## src/rtl/gpu_cmd_sender.sv

```systemverilog
// Text-mode request front end for the GPU command port: turns cursor/char requests
// into single-cycle GPU commands while tracking a shadow copy of the GPU cursor.
module gpu_cmd_sender #(
    parameter int unsigned CMD_GAP = 0
) (
    input  logic       clk,
    input  logic       rst,
    input  logic       req_valid,
    output logic       req_ready,
    input  logic [2:0] req_op,
    input  logic [7:0] req_data,
    output logic [1:0] gpu_interrupt,
    output logic [7:0] gpu_data,
    output logic       gpu_interrupt_enable,
    output logic [6:0] cursor_x,
    output logic [5:0] cursor_y,
    output logic       err
);

    typedef enum logic [1:0] {StIdle, StSendX, StSendY, StGap} state_e;

    localparam logic [3:0] GapLoad = (CMD_GAP == 0) ? 4'd0 : 4'(CMD_GAP - 1);
    localparam state_e StDone = (CMD_GAP == 0) ? StIdle : StGap;

    state_e     state_q;
    logic [3:0] gap_cnt_q;
    logic       row_pend_q;
    logic [5:0] dy_pend_q;
    logic [6:0] tgt_x_q;
    logic [5:0] tgt_y_q;

    logic       accept;
    logic       reject;
    logic [1:0] n_cmds;
    logic       first_row;
    logic [1:0] first_code;
    logic [7:0] first_data;
    logic [6:0] nx;
    logic [5:0] ny;
    logic [6:0] dx_set;
    logic [5:0] dy_set;
    logic [6:0] dx_nl;
    logic [5:0] dy_nl;
    logic [5:0] y_inc;

    assign req_ready = (state_q == StIdle) & ~rst;
    assign accept    = req_valid & req_ready;

    // Deltas wrap in the GPU's field width, so plain modular subtraction is exact.
    assign dx_set = req_data[6:0] - cursor_x;
    assign dy_set = req_data[5:0] - cursor_y;
    assign y_inc  = (cursor_y == 6'd59) ? 6'd0 : cursor_y + 6'd1;
    assign dx_nl  = 7'd0 - cursor_x;
    assign dy_nl  = y_inc - cursor_y;

    always_comb begin
        reject     = 1'b0;
        n_cmds     = 2'd0;
        first_row  = 1'b0;
        first_code = 2'b00;
        first_data = 8'h00;
        nx         = cursor_x;
        ny         = cursor_y;
        case (req_op)
            3'd0: begin
                n_cmds     = 2'd1;
                first_data = req_data;
                nx         = (cursor_x == 7'd79) ? 7'd0 : cursor_x + 7'd1;
                ny         = (cursor_x == 7'd79) ? y_inc : cursor_y;
            end
            3'd1: begin
                if (req_data[6:0] > 7'd79) begin
                    reject = 1'b1;
                end else begin
                    nx         = req_data[6:0];
                    n_cmds     = (dx_set != 7'd0) ? 2'd1 : 2'd0;
                    first_code = 2'b01;
                    first_data = {1'b1, dx_set};
                end
            end
            3'd2: begin
                if (req_data[5:0] > 6'd59) begin
                    reject = 1'b1;
                end else begin
                    ny         = req_data[5:0];
                    n_cmds     = (dy_set != 6'd0) ? 2'd1 : 2'd0;
                    first_row  = 1'b1;
                    first_code = 2'b01;
                    first_data = {2'b00, dy_set};
                end
            end
            3'd3: begin
                nx         = 7'd0;
                ny         = y_inc;
                first_code = 2'b01;
                if (dx_nl != 7'd0) begin
                    n_cmds     = (dy_nl != 6'd0) ? 2'd2 : 2'd1;
                    first_data = {1'b1, dx_nl};
                end else if (dy_nl != 6'd0) begin
                    n_cmds     = 2'd1;
                    first_row  = 1'b1;
                    first_data = {2'b00, dy_nl};
                end
            end
            3'd4: begin
                n_cmds     = 2'd1;
                first_code = 2'b10;
            end
            3'd5: begin
                n_cmds     = 2'd1;
                first_code = 2'b11;
            end
            default: reject = 1'b1;
        endcase
    end

    always_ff @(posedge clk) begin
        if (rst) begin
            state_q              <= StIdle;
            gap_cnt_q            <= 4'd0;
            row_pend_q           <= 1'b0;
            dy_pend_q            <= 6'd0;
            tgt_x_q              <= 7'd0;
            tgt_y_q              <= 6'd0;
            gpu_interrupt        <= 2'b00;
            gpu_data             <= 8'h00;
            gpu_interrupt_enable <= 1'b0;
            cursor_x             <= 7'd0;
            cursor_y             <= 6'd0;
            err                  <= 1'b0;
        end else begin
            gpu_interrupt_enable <= 1'b0;
            err                  <= 1'b0;
            case (state_q)
                StIdle: begin
                    if (accept) begin
                        if (reject) begin
                            err <= 1'b1;
                        end else begin
                            // Two-command requests commit the cursor with the second strobe.
                            if (n_cmds != 2'd2) begin
                                cursor_x <= nx;
                                cursor_y <= ny;
                            end
                            tgt_x_q    <= nx;
                            tgt_y_q    <= ny;
                            dy_pend_q  <= dy_nl;
                            row_pend_q <= (n_cmds == 2'd2);
                            if (n_cmds != 2'd0) begin
                                gpu_interrupt_enable <= 1'b1;
                                gpu_interrupt        <= first_code;
                                gpu_data             <= first_data;
                                state_q              <= first_row ? StSendY : StSendX;
                            end
                        end
                    end
                end
                StSendX: begin
                    if (row_pend_q) begin
                        gpu_interrupt_enable <= 1'b1;
                        gpu_interrupt        <= 2'b01;
                        gpu_data             <= {2'b00, dy_pend_q};
                        cursor_x             <= tgt_x_q;
                        cursor_y             <= tgt_y_q;
                        row_pend_q           <= 1'b0;
                        state_q              <= StSendY;
                    end else begin
                        gap_cnt_q <= GapLoad;
                        state_q   <= StDone;
                    end
                end
                StSendY: begin
                    gap_cnt_q <= GapLoad;
                    state_q   <= StDone;
                end
                StGap: begin
                    if (gap_cnt_q == 4'd0) begin
                        state_q <= StIdle;
                    end else begin
                        gap_cnt_q <= gap_cnt_q - 4'd1;
                    end
                end
                default: state_q <= StIdle;
            endcase
        end
    end

endmodule

```

## config.mk

```make
export PLATFORM = sky130hd
export DESIGN_NAME = gpu_cmd_sender
export DESIGN_NICKNAME = d
export VERILOG_FILES = /design/src/rtl/gpu_cmd_sender.sv
export SDC_FILE = /design/constraint.sdc
export NUM_CORES = 1
export LEC_CHECK = 0
export ABC_CLOCK_PERIOD_IN_PS = 8200
export BUFFER_PORTS_ARGS = -buffer_cell sky130_fd_sc_hd__buf_2
export CORE_UTILIZATION = 65
export CTS_CLUSTER_DIAMETER = 60
export DETAILED_ROUTE_END_ITERATION = 16
export PLACE_DENSITY_LB_ADDON = 0.3
export SLEW_MARGIN = 20
export SYNTH_ARGS = -nofsm -noshare
export SYNTH_HDL_FRONTEND = slang
export SYNTH_SLANG_ARGS = --single-unit
```

## constraint.sdc

```tcl
create_clock -name clk -period 8.2 [get_ports clk]
set_input_delay 1.23 -clock clk [delete_from_list [all_inputs] [get_ports clk]]
set_output_delay 1.23 -clock clk [all_outputs]
set_load 0.005 [all_outputs]
```

== Yosys cells after proc, flatten, opt, wreduce, memory -nomap -nowiden ==
Cells that the tools add are included.
Word-level totals
  input bits: 14
  word-level logic and storage cells: 135
  output and inout bits: 26
  register bits: 51
Operators by class
  order comparisons: 2
  bitwise gates (word level): 6
  add/subtract/negate cells: 7
  multiplexer cells: 69
  equality and inequality tests: 20
  reduce and logical (&&, ||, !) cells: 19
Operator list (number)
  two-way mux 6 bit: 9
  two-way mux 8 bit: 6
  two-way mux 7 bit: 6
  one-hot mux 8 bit (4 select lines): 1
  two-way mux 2 bit: 12
  one-hot mux 7 bit (3 select lines): 1
  two-way mux 1 bit: 19
  one-hot mux 6 bit (3 select lines): 1
  one-hot mux 2 bit (4 select lines): 2
  one-hot mux 8 bit (2 select lines): 1
  != test 2 bit (second input constant): 7
  one-hot mux 7 bit (2 select lines): 1
  nonzero test 7 bit: 2
  one-hot mux 4 bit (3 select lines): 1
  one-hot mux 6 bit (2 select lines): 1
  nonzero test 6 bit: 2
  subtractor 6 bit: 2
  one-hot mux 2 bit (5 select lines): 1
  AND reduction 5 bit: 2
  AND reduction 3 bit: 3
  two-way mux 4 bit: 2
  adder 7 x 1 -> 7 bit (second input constant): 1
  == test 7 bit (second input constant): 1
  > comparator 7 bit (second input constant): 1
  other kinds (25): 38

== Logic depth before layout (Yosys ltp) ==
Gate-level depths: netlist (run 1).
  depth in word-level cells: 12
  depth in mapped cells: 12
  mapped depth without buffers: 12

== Worst setup path before layout (run 1) ==
Ideal clock, no wire load.
  path type: in2reg
  start point: in req_data[0]
  end point: reg gpu_data[2]
  library setup time: 0.121 ns
  path buffers: 1
  required time: 8.079 ns
  stages: 12
  arrival time: 3.589 ns
  path slack: 4.490 ns
  path through: inv_1 ha_1 inv_1 fa_1 a211oi_1 nor2_1 xor2_1 o31ai_1 nand4b_1 a221oi_1 buf_6 mux2_4
Between the ends
  longest elaborated chain between the ends: 8
  elaborated cells between the ends (all ways): 25
  those cells by class: add/sub: 2; order compare: 2; eq/ne: 2; mux: 15; reduce/logical: 4
Ends and longest elaborated chain
  start, declared: RTL line 11  | input logic [7:0] req_data,
  subtractor 7 bit or subtractor 6 bit (tied branches): RTL line 50, 51
  nonzero test 7 bit or nonzero test 6 bit (tied branches): RTL line 76, 86
  two-way mux 1 bit (on tied branches): RTL line 76, 86
  two-way mux 1 bit (on tied branches): RTL line 72, 82
  one-hot mux 2 bit (4 select lines): RTL line 64  | case (req_op)
  nonzero test 2 bit: RTL line 149  | if (n_cmds != 2'd0) begin
  != test 2 x 1 -> 1 bit (no line)
  AND reduction 5 bit (no line)
  end signal, assigned: RTL line 152  | gpu_data <= first_data;
  end signal, assigned: RTL line 162  | gpu_data <= {2'b00, dy_pend_q};
  end, declared: RTL line 13  | output logic [7:0] gpu_data,
Several ways; a longest one is shown, not always the timed one. The select of a mux whose other input is x is not followed.
A chain may end at the register's enable or synchronous reset.

== Worst setup path after layout (run 1) ==
  start point: in req_data[0]
  end point: reg gpu_interrupt[0]
Between the ends
  longest elaborated chain between the ends: 8
  elaborated cells between the ends (all ways): 25
  those cells by class: add/sub: 2; order compare: 2; eq/ne: 2; mux: 15; reduce/logical: 4
Ends and longest elaborated chain
  subtractor 7 bit or subtractor 6 bit (tied branches): RTL line 50, 51
  nonzero test 7 bit or nonzero test 6 bit (tied branches): RTL line 76, 86
  two-way mux 1 bit (on tied branches): RTL line 76, 86
  two-way mux 1 bit (on tied branches): RTL line 72, 82
  one-hot mux 2 bit (4 select lines): RTL line 64
  nonzero test 2 bit: RTL line 149
  != test 2 x 1 -> 1 bit (no line)
  AND reduction 5 bit (no line)
  end signal, assigned: RTL line 151  | gpu_interrupt <= first_code;
  end, declared: RTL line 12  | output logic [1:0] gpu_interrupt,
Several ways; a longest one is shown, not always the timed one. The select of a mux whose other input is x is not followed.

==> impl_metrics.csv, run 1 <==
group,metric,value,unit
run_status,status,"finished clean",
setup_path,critical_path_class,"in2reg",
drt,drt_iter0_markers,302,
global_route,grt_pass1_vias,3490,
finish,num_antenna_cells,0,
clocking,cts_tree,"built",
timing,rsz0062_at_grt,"false",
power,swShare,30.98,%
drt,via_count,3923,
timing,max_freq,266.6,MHz
synthesis,ys_ff_latch,51,
drt,antenna_left,0,
placed_design,hpwl,8.091,mm
finish,fillers,490,
drt,routed_wl,10.90,mm
drt,via_per_inst,6.517,
timing,finalMaxSlewViolations,0,
setup_path,crit_required,8.40,ns
clocking,hold_buffers,0,
clocking,clk_path_buf_depth,2,
synthesis,synth.area.top_cells,"dfxtp_1 26%, ha_1 7.0%, nor2_1 5.9%, mux2i_1 5.8%, a21oi_1 4.2%",
power,peakVddDrop,97.47,uV
clocking,post_cts_buffers,0,
clocking,clk_latency,0.31,ns
global_route,antenna_found_initial,0,
power,p_seq_share,46.1,%
timing,tightest_slew,0.8509,ns
placed_design,place_area,4125,um^2
power,p_switching,0.1779,mW
global_route,grt_max_degree,49,
setup_path,r2r-start,"cursor_y[0]",
worst_hold_path,worstHoldPathCells,2,
synthesis,yosys.area.top_type_share,25.88,%
global_route,grt_overflow,0,
synthesis,ys_seq_area_share,25.88,%
clocking,clkTransAtPathRegs,0.09,ns
setup_path,arrival,3.95,ns
power,comb_power_share,21.8,%
finish,design_area,4240,um^2
floorplanning,die_w,79.91,um
drt,drc,0,
finish,area_delta_synth_final,7.485,%
drt,first_pass_iters,6,
worst_hold_path,whs_endpoint,"dy_pend_q[1]",
placed_design,io_buffers,39,
synthesis,synth_cell_type_count,68,
synthesis,ys.flop_type,"dfxtp_1",
setup_path,cp_max_fo,10,
floorplanning,dieArea,6385,um^2
global_route,grt_usage,35.14,%
timing,skew,0.01189,ns
global_route,grt_pass1_wl,17.24,mm
drt,wl_per_cell,18.10,um
finish,postLayoutCoreUtil,72.05,%
floorplanning,num_rows,28,
synthesis,synthesis.area,3945,um^2
placed_design,globalplace.congestion,0.9788,
floorplanning,die_h,79.91,um
synthesis,synthArstFlopShare,0,%
timing,relSlewSlack,43.27,%
synthesis,synth_most_common_cell,"nor2_1",
clocking,htree_levels,2,
clocking,numCtsBuffers,5,
power,total_power,0.5743,mW
power,leakage,1.672,nW
setup_path,startpoint_type,"input port",
synthesis,syn_area_per_cell,7.751,um^2
power,pwr-share-clk,32.1,%
setup_path,endpoint_kind,"register",
timing,setup_violations,0,
timing,setup-tns-final,0,ns
worst_hold_path,hold_start,"dy_pend_q[1]",
clocking,cts_root_buf,"clkbuf_8",
setup_path,rrSetupSlack,4.70,ns
finish,nNetsFinal,564,
flow_run,cap_violations,0,
timing,post-route-period-util,45.74,%
floorplanning,start_util,67.03,%
timing,fin_crit,3.751,ns
synthesis,synth_edf_count,0,
floorplanning,core-area,5886,um^2
timing,holdWs,0.4622,ns
power,p_int,0.3964,mW
synthesis,netlist_instances,509,
synthesis,yosysTopAreaCell,"dfxtp_1",
synthesis,synth.top_cells.by_count,"62 x nor2_1, 51 x dfxtp_1, 43 x nand2_1, 33 x a21oi_1, 25 x o21ai_0",
timing,hold_viol,0,
finish,drive_gt1_share,14.61,%
clocking,cts.sinks,51,
power,power.density,135.4,nW/um^2
setup_path,r2r_end,"gpu_data[4]",
clocking,cts_resized,0,
floorplanning,io_pins,40,
worst_hold_path,min_path_type,"reg2reg",
setup_path,reg2reg_depth,12,
synthesis,synth_warnings,0,
[power groups by stage]
stage	Clock [mW]	Sequential, mW	Combinational, mW
2_1_floorplan	0	0.267	0.0918
3_3_place_gp	0	0.270	0.120
3_5_place_dp	0	0.270	0.122
4_1_cts	0.185	0.265	0.123
5_1_grt	0.194	0.266	0.137
6_report	0.184	0.265	0.125
[kinds of logic (layout without fill, tap and decap cells)]
kind of cell,after synthesis,in the layout,synth area share (%)
AO/OA/AOI/OAI,147,147,25.82
XOR/XNOR,21,21,4.662
adder cells (fa/ha/maj),24,24,7.992
buffers and inverters,61,78,6.597
flip-flops,51,51,25.88
multiplexers,26,26,6.882
other,1,2,0.09506
AND/OR/NAND/NOR,178,178,22.07
[state kept, by name, indices dropped and copies added, names as in the netlist]
name / flops
gpu_data: 8
cursor_x: 7
tgt_x_q: 7
cursor_y: 6
dy_pend_q: 6
tgt_y_q: 6
gap_cnt_q: 4
gpu_interrupt: 2
state_q: 2
err: 1
gpu_interrupt_enable: 1
row_pend_q: 1
[final cells by class]
cell class                      instances  area [um^2]  share of cell area (%)
Multi-Input combinational cell        398         2676                   63.12
Sequential cell                        51         1021                   24.08
Timing Repair Buffer                   45        240.2                   5.665
Inverter                               25        93.84                   2.213
Tap cell                               75        93.84                   2.213
Clock buffer                            5        68.82                   1.623
Clock inverter                          3        46.29                   1.092
[cells in the final DEF, fill, tap and decap left out, types with 3 or more instances in the layout]
master and instances:
a221o_1 3, buf_4 6, nor2b_1 7, dfxtp_1 51, nand2b_1 8, and3_1 3
a21o_1 6, o31ai_1 9, nor3b_1 3, xor2_1 7, o221ai_1 6, or2_2 7
nand3b_1 3, a31oi_1 4, a221oi_1 9, a21oi_1 33, clkbuf_8 5, inv_1 23
o22ai_1 4, o2111ai_1 4, nor3_1 14, buf_2 39, nor2_1 61, xnor2_1 14
o21ai_0 25, nand4b_1 3, ha_1 22, a211oi_1 21, nor4_1 4, a22oi_1 3
nand3_1 5, nand2_1 43, o211ai_1 4, mux2i_1 23, or3_1 3
[stage by stage]
step | worst slack, ns | cells
detailed placement | 4.129 | 594
floorplan | 4.490 | 510
global route | 4.232 | 602
global placement | 4.144 | 594
finish | 4.449 | 602
CTS | 4.445 | 602
[metal layers]
| layer | up-vias | wire (um) | global-route usage, % |
|---|---|---|---|
| met5 | - | 0 | 0 |
| met4 | 0 | 309 | 14.64 |
| met3 | 28 | 687 | 4.571 |
| met2 | 160 | 5187 | 58.80 |
| met1 | 1856 | 4711 | 45.14 |
| li1 | 1879 | - | - |
[worst max-delay path: stages]
cell and delay [ns]:
buf_2 0.13, inv_1 0.08, ha_1 0.17, inv_1 0.05, fa_1 0.40, a211oi_1 0.27, nor2_1 0.10, xor2_1 0.16
o31ai_1 0.24, nand4b_1 0.24, a221oi_1 0.32, buf_4 0.26, mux2_4 0.31
[worst max-delay path by stage]
stage,start,to,slack [ns],cells after the start
2_1_floorplan,req_data[0],gpu_data[2],4.49,12
6_report,req_data[0],gpu_interrupt[0],4.45,13
3_5_place_dp,req_data[0],gpu_data[2],4.13,13
4_1_cts,req_data[0],gpu_interrupt[0],4.45,13
3_3_place_gp,req_data[0],gpu_data[2],4.14,13
5_1_grt,req_data[0],gpu_interrupt[0],4.23,13
Power figures use the tool's default switching activity.
==> run 2, diff against run 1 <==
--- a/config.mk
+++ b/config.mk
@@ -5,9 +5,10 @@
 export SDC_FILE = /design/constraint.sdc
 export NUM_CORES = 1
 export LEC_CHECK = 0
-export ABC_CLOCK_PERIOD_IN_PS = 8200
+export ABC_AREA = 1
+export ABC_CLOCK_PERIOD_IN_PS = 3300
 export BUFFER_PORTS_ARGS = -buffer_cell sky130_fd_sc_hd__buf_2
-export CORE_UTILIZATION = 65
+export CORE_UTILIZATION = 55
 export CTS_CLUSTER_DIAMETER = 60
 export DETAILED_ROUTE_END_ITERATION = 16
 export PLACE_DENSITY_LB_ADDON = 0.3
==> constraint.sdc (replaced) <==
create_clock -name clk -period 3.3 [get_ports clk]
set_input_delay 0.495 -clock clk [delete_from_list [all_inputs] [get_ports clk]]
set_output_delay 0.495 -clock clk [all_outputs]
set_load 0.005 [all_outputs]
==> run 2 against run 1 <==
The run now ends with design-rule violations left. Cell count is 37% higher. Clock-buffer cell count up 1. Clock power rose to 2.7 times the previous value. Register-to-register slack got worse by 4.3 ns. Hold slack worse by 0.035 ns. Sequential cell count unchanged. Sequential share of layout area fell by 1.5 points. Non-clock buffer count did not move. Largest cell class unchanged. Largest power group unchanged.
==> impl_metrics.csv, run 2 <==
group,metric,value,unit
run_status,status,"finished with violations",
run_status,violations,"design-rule violations",
drt,drc,2,
finish,area_delta_synth_final,10.07,%
clocking,cts_tree,"built",
placed_design,globalplace.congestion,1.032,
timing,max_freq,341.2,MHz
global_route,use_met3,5.131,%
global_route,met2_usage,54.41,%
clocking,clk_latency,0.30,ns
synthesis,netlist_instances,688,
floorplanning,io_pins,40,
setup_path,endpoint_kind,"register",
finish,mostFrequentLayoutCells,"174 x nand2_1, 108 x nor2_1, 94 x inv_1, 59 x nand3_1, 51 x dfxtp_1",
finish,design_area,4528,um^2
floorplanning,num_rows,31,
finish,nNetsFinal,761,
global_route,grt_usage,30.99,%
finish,multi_input_area,2618,um^2
drt,antenna_left,0,
timing,post-route-period-util,88.80,%
global_route,grt_max_degree,34,
synthesis,ys_seq_area_share,24.82,%
clocking,clkTransAtPathRegs,0.09,ns
finish,num_antenna_cells,0,
power,peakVddDrop,264.9,uV
synthesis,ys.flop_type,"dfxtp_1",
finish,top_register,"gpu_data",
power,leakage,2.351,nW
clocking,cts.sinks,51,
synthesis,synth_warnings,0,
global_route,grt_pass1_wl,18.75,mm
clocking,numCtsBuffers,5,
timing,hold_viol,0,
synthesis,yosys.area.top_type_share,24.82,%
synthesis,yosysTopAreaCell,"dfxtp_1",
timing,setup_violations,0,
power,power.density,383.3,nW/um^2
clocking,cts_root_buf,"clkbuf_8",
timing,skew,0.004987,ns
drt,wl_per_cell,14.20,um
setup_path,startpoint_type,"register",
drt,via_per_inst,5.544,
drt,drt_iter0_markers,433,
clocking,hold_buffers,0,
synthesis,synth_edf_count,0,
floorplanning,start_util,56.72,%
power,total_power,1.736,mW
clocking,clk_path_buf_depth,2,
placed_design,hpwl,9.041,mm
timing,tightest_slew,0.9199,ns
synthesis,synth_most_common_cell,"nand2_1",
timing,finalMaxSlewViolations,0,
placed_design,place_area,4395,um^2
drt,via_count,4563,
timing,setup-tns-final,0,ns
drt,routed_wl,11.68,mm
setup_path,critical_path_class,"reg2reg",
timing,rsz0062_at_grt,"false",
placed_design,placed_cells,815,
floorplanning,die_h,88.49,um
synthesis,ys_ff_latch,51,
synthesis,synth.area.top_cells,"dfxtp_1 25%, nand2_1 16%, nor2_1 9.9%, inv_1 8.6%, nand3_1 7.2%",
floorplanning,core-area,7253,um^2
clocking,post_cts_buffers,0,
global_route,gr-usage-met1,39.45,%
synthesis,synthArstFlopShare,0,%
synthesis,synth_cell_type_count,42,
setup_path,crit_required,3.50,ns
worst_hold_path,min_path_type,"in2reg",
timing,relSlewSlack,38.61,%
clocking,cts_resized,0,
global_route,grt_overflow,0,
setup_path,rrSetupSlack,0.37,ns
finish,final_common_cell,"nand2_1",
synthesis,synth.top_cells.by_count,"174 x nand2_1, 108 x nor2_1, 94 x inv_1, 59 x nand3_1, 51 x dfxtp_1",
timing,fin_crit,2.930,ns
finish,largest_reg_flops,8,
drt,first_pass_iters,11,
global_route,antenna_found_initial,0,
flow_run,cap_violations,0,
finish,seq_area,1021,um^2
finish,drive_gt1_share,10.50,%
clocking,htree_levels,2,
floorplanning,die_w,88.49,um
global_route,grt-busiest-layer,"met2",
floorplanning,dieArea,7830,um^2
setup_path,cp_max_fo,14,
setup_path,arrival,3.13,ns
synthesis,syn_area_per_cell,5.980,um^2
placed_design,io_buffers,39,
finish,fillers,722,
finish,largest_registers,"gpu_data: 8 flops, cursor_x: 7 flops, tgt_x_q: 7 flops",
synthesis,synthesis.area,4114,um^2
finish,stdcell_count,823,
global_route,grt_pass1_vias,4064,
[run 2: cell count changes after synthesis, moves of 11 or more]
cell	change
nand2_1	+131
nand4_1	+12
nor2_1	+46
inv_1	+71
nand3_1	+54
xnor2_1	-11
clkbuf_1	-12
mux2i_1	-23
[run 2: routing by layer]
metal / routed length [um] / vias up
met3: 900 / 32
met1: 4917 / 2043
met5: 0 / -
met4: 296 / 0
met2: 5570 / 199
li1: - / 2289
[run 2: where the power goes]
part	switching (mW)	internal, mW
Combinational	0.355	0.185
Sequential	0.0370	0.656
Clock	0.200	0.303
Total	0.592	1.14
[run 2: final timing paths]
kind,start,endpoint,cells after the start
worst max-delay path,cursor_x[1],cursor_x[6],15
worst min-delay path,req_valid,err,3
worst max register to register,cursor_x[1],cursor_x[6],15
worst min register to register,tgt_y_q[4],tgt_y_q[4],2
[run 2: stage by stage]
| step | hold WS (ns) | util, % | setup slack (ns) |
|---|---|---|---|
| after global routing | 0.4319 | 62.43 | 0.05496 |
| after floorplan | 0.4305 | - | 0.8398 |
| after global placement | 0.4436 | 60.60 | 0.5409 |
| after detailed placement | 0.4473 | 60.60 | 0.3671 |
| final | 0.4272 | 62.43 | 0.3695 |
| after CTS | 0.4259 | 62.43 | 0.3957 |
[run 2: cell families after synthesis]
kind of cell             Yosys count  synth area share (%)
adder cells (fa/ha/maj)           24                 7.664
AND/OR/NAND/NOR                  382                 39.99
AO/OA/AOI/OAI                    102                 14.51
other                              1               0.09115
buffers and inverters            122                 11.65
flip-flops                        51                 24.82
XOR/XNOR                           6                 1.278
[run 2: area by class of cell]
| class | instances | area share, % |
|---|---|---|
| repair buffers | 45 | 5.305 |
| flip-flops and latches | 51 | 22.55 |
| clock buffers | 6 | 1.603 |
| clock inverters | 2 | 1.326 |
| well taps | 99 | 2.736 |
| inverters | 104 | 8.676 |
| multi-input cells | 516 | 57.81 |
[run 2: worst max-delay path, stage by stage (launching register included)]
cell	delay (ns)
dfxtp_1	0.37
inv_1	0.23
ha_1	0.31
nand3_1	0.13
a21oi_1	0.21
nand4_1	0.27
ha_1	0.37
nand2_1	0.05
nand2_1	0.10
nor2_4	0.06
nand3_1	0.08
nand2_2	0.17
inv_2	0.27
nand2_1	0.08
nand2_1	0.07
nor2_1	0.06
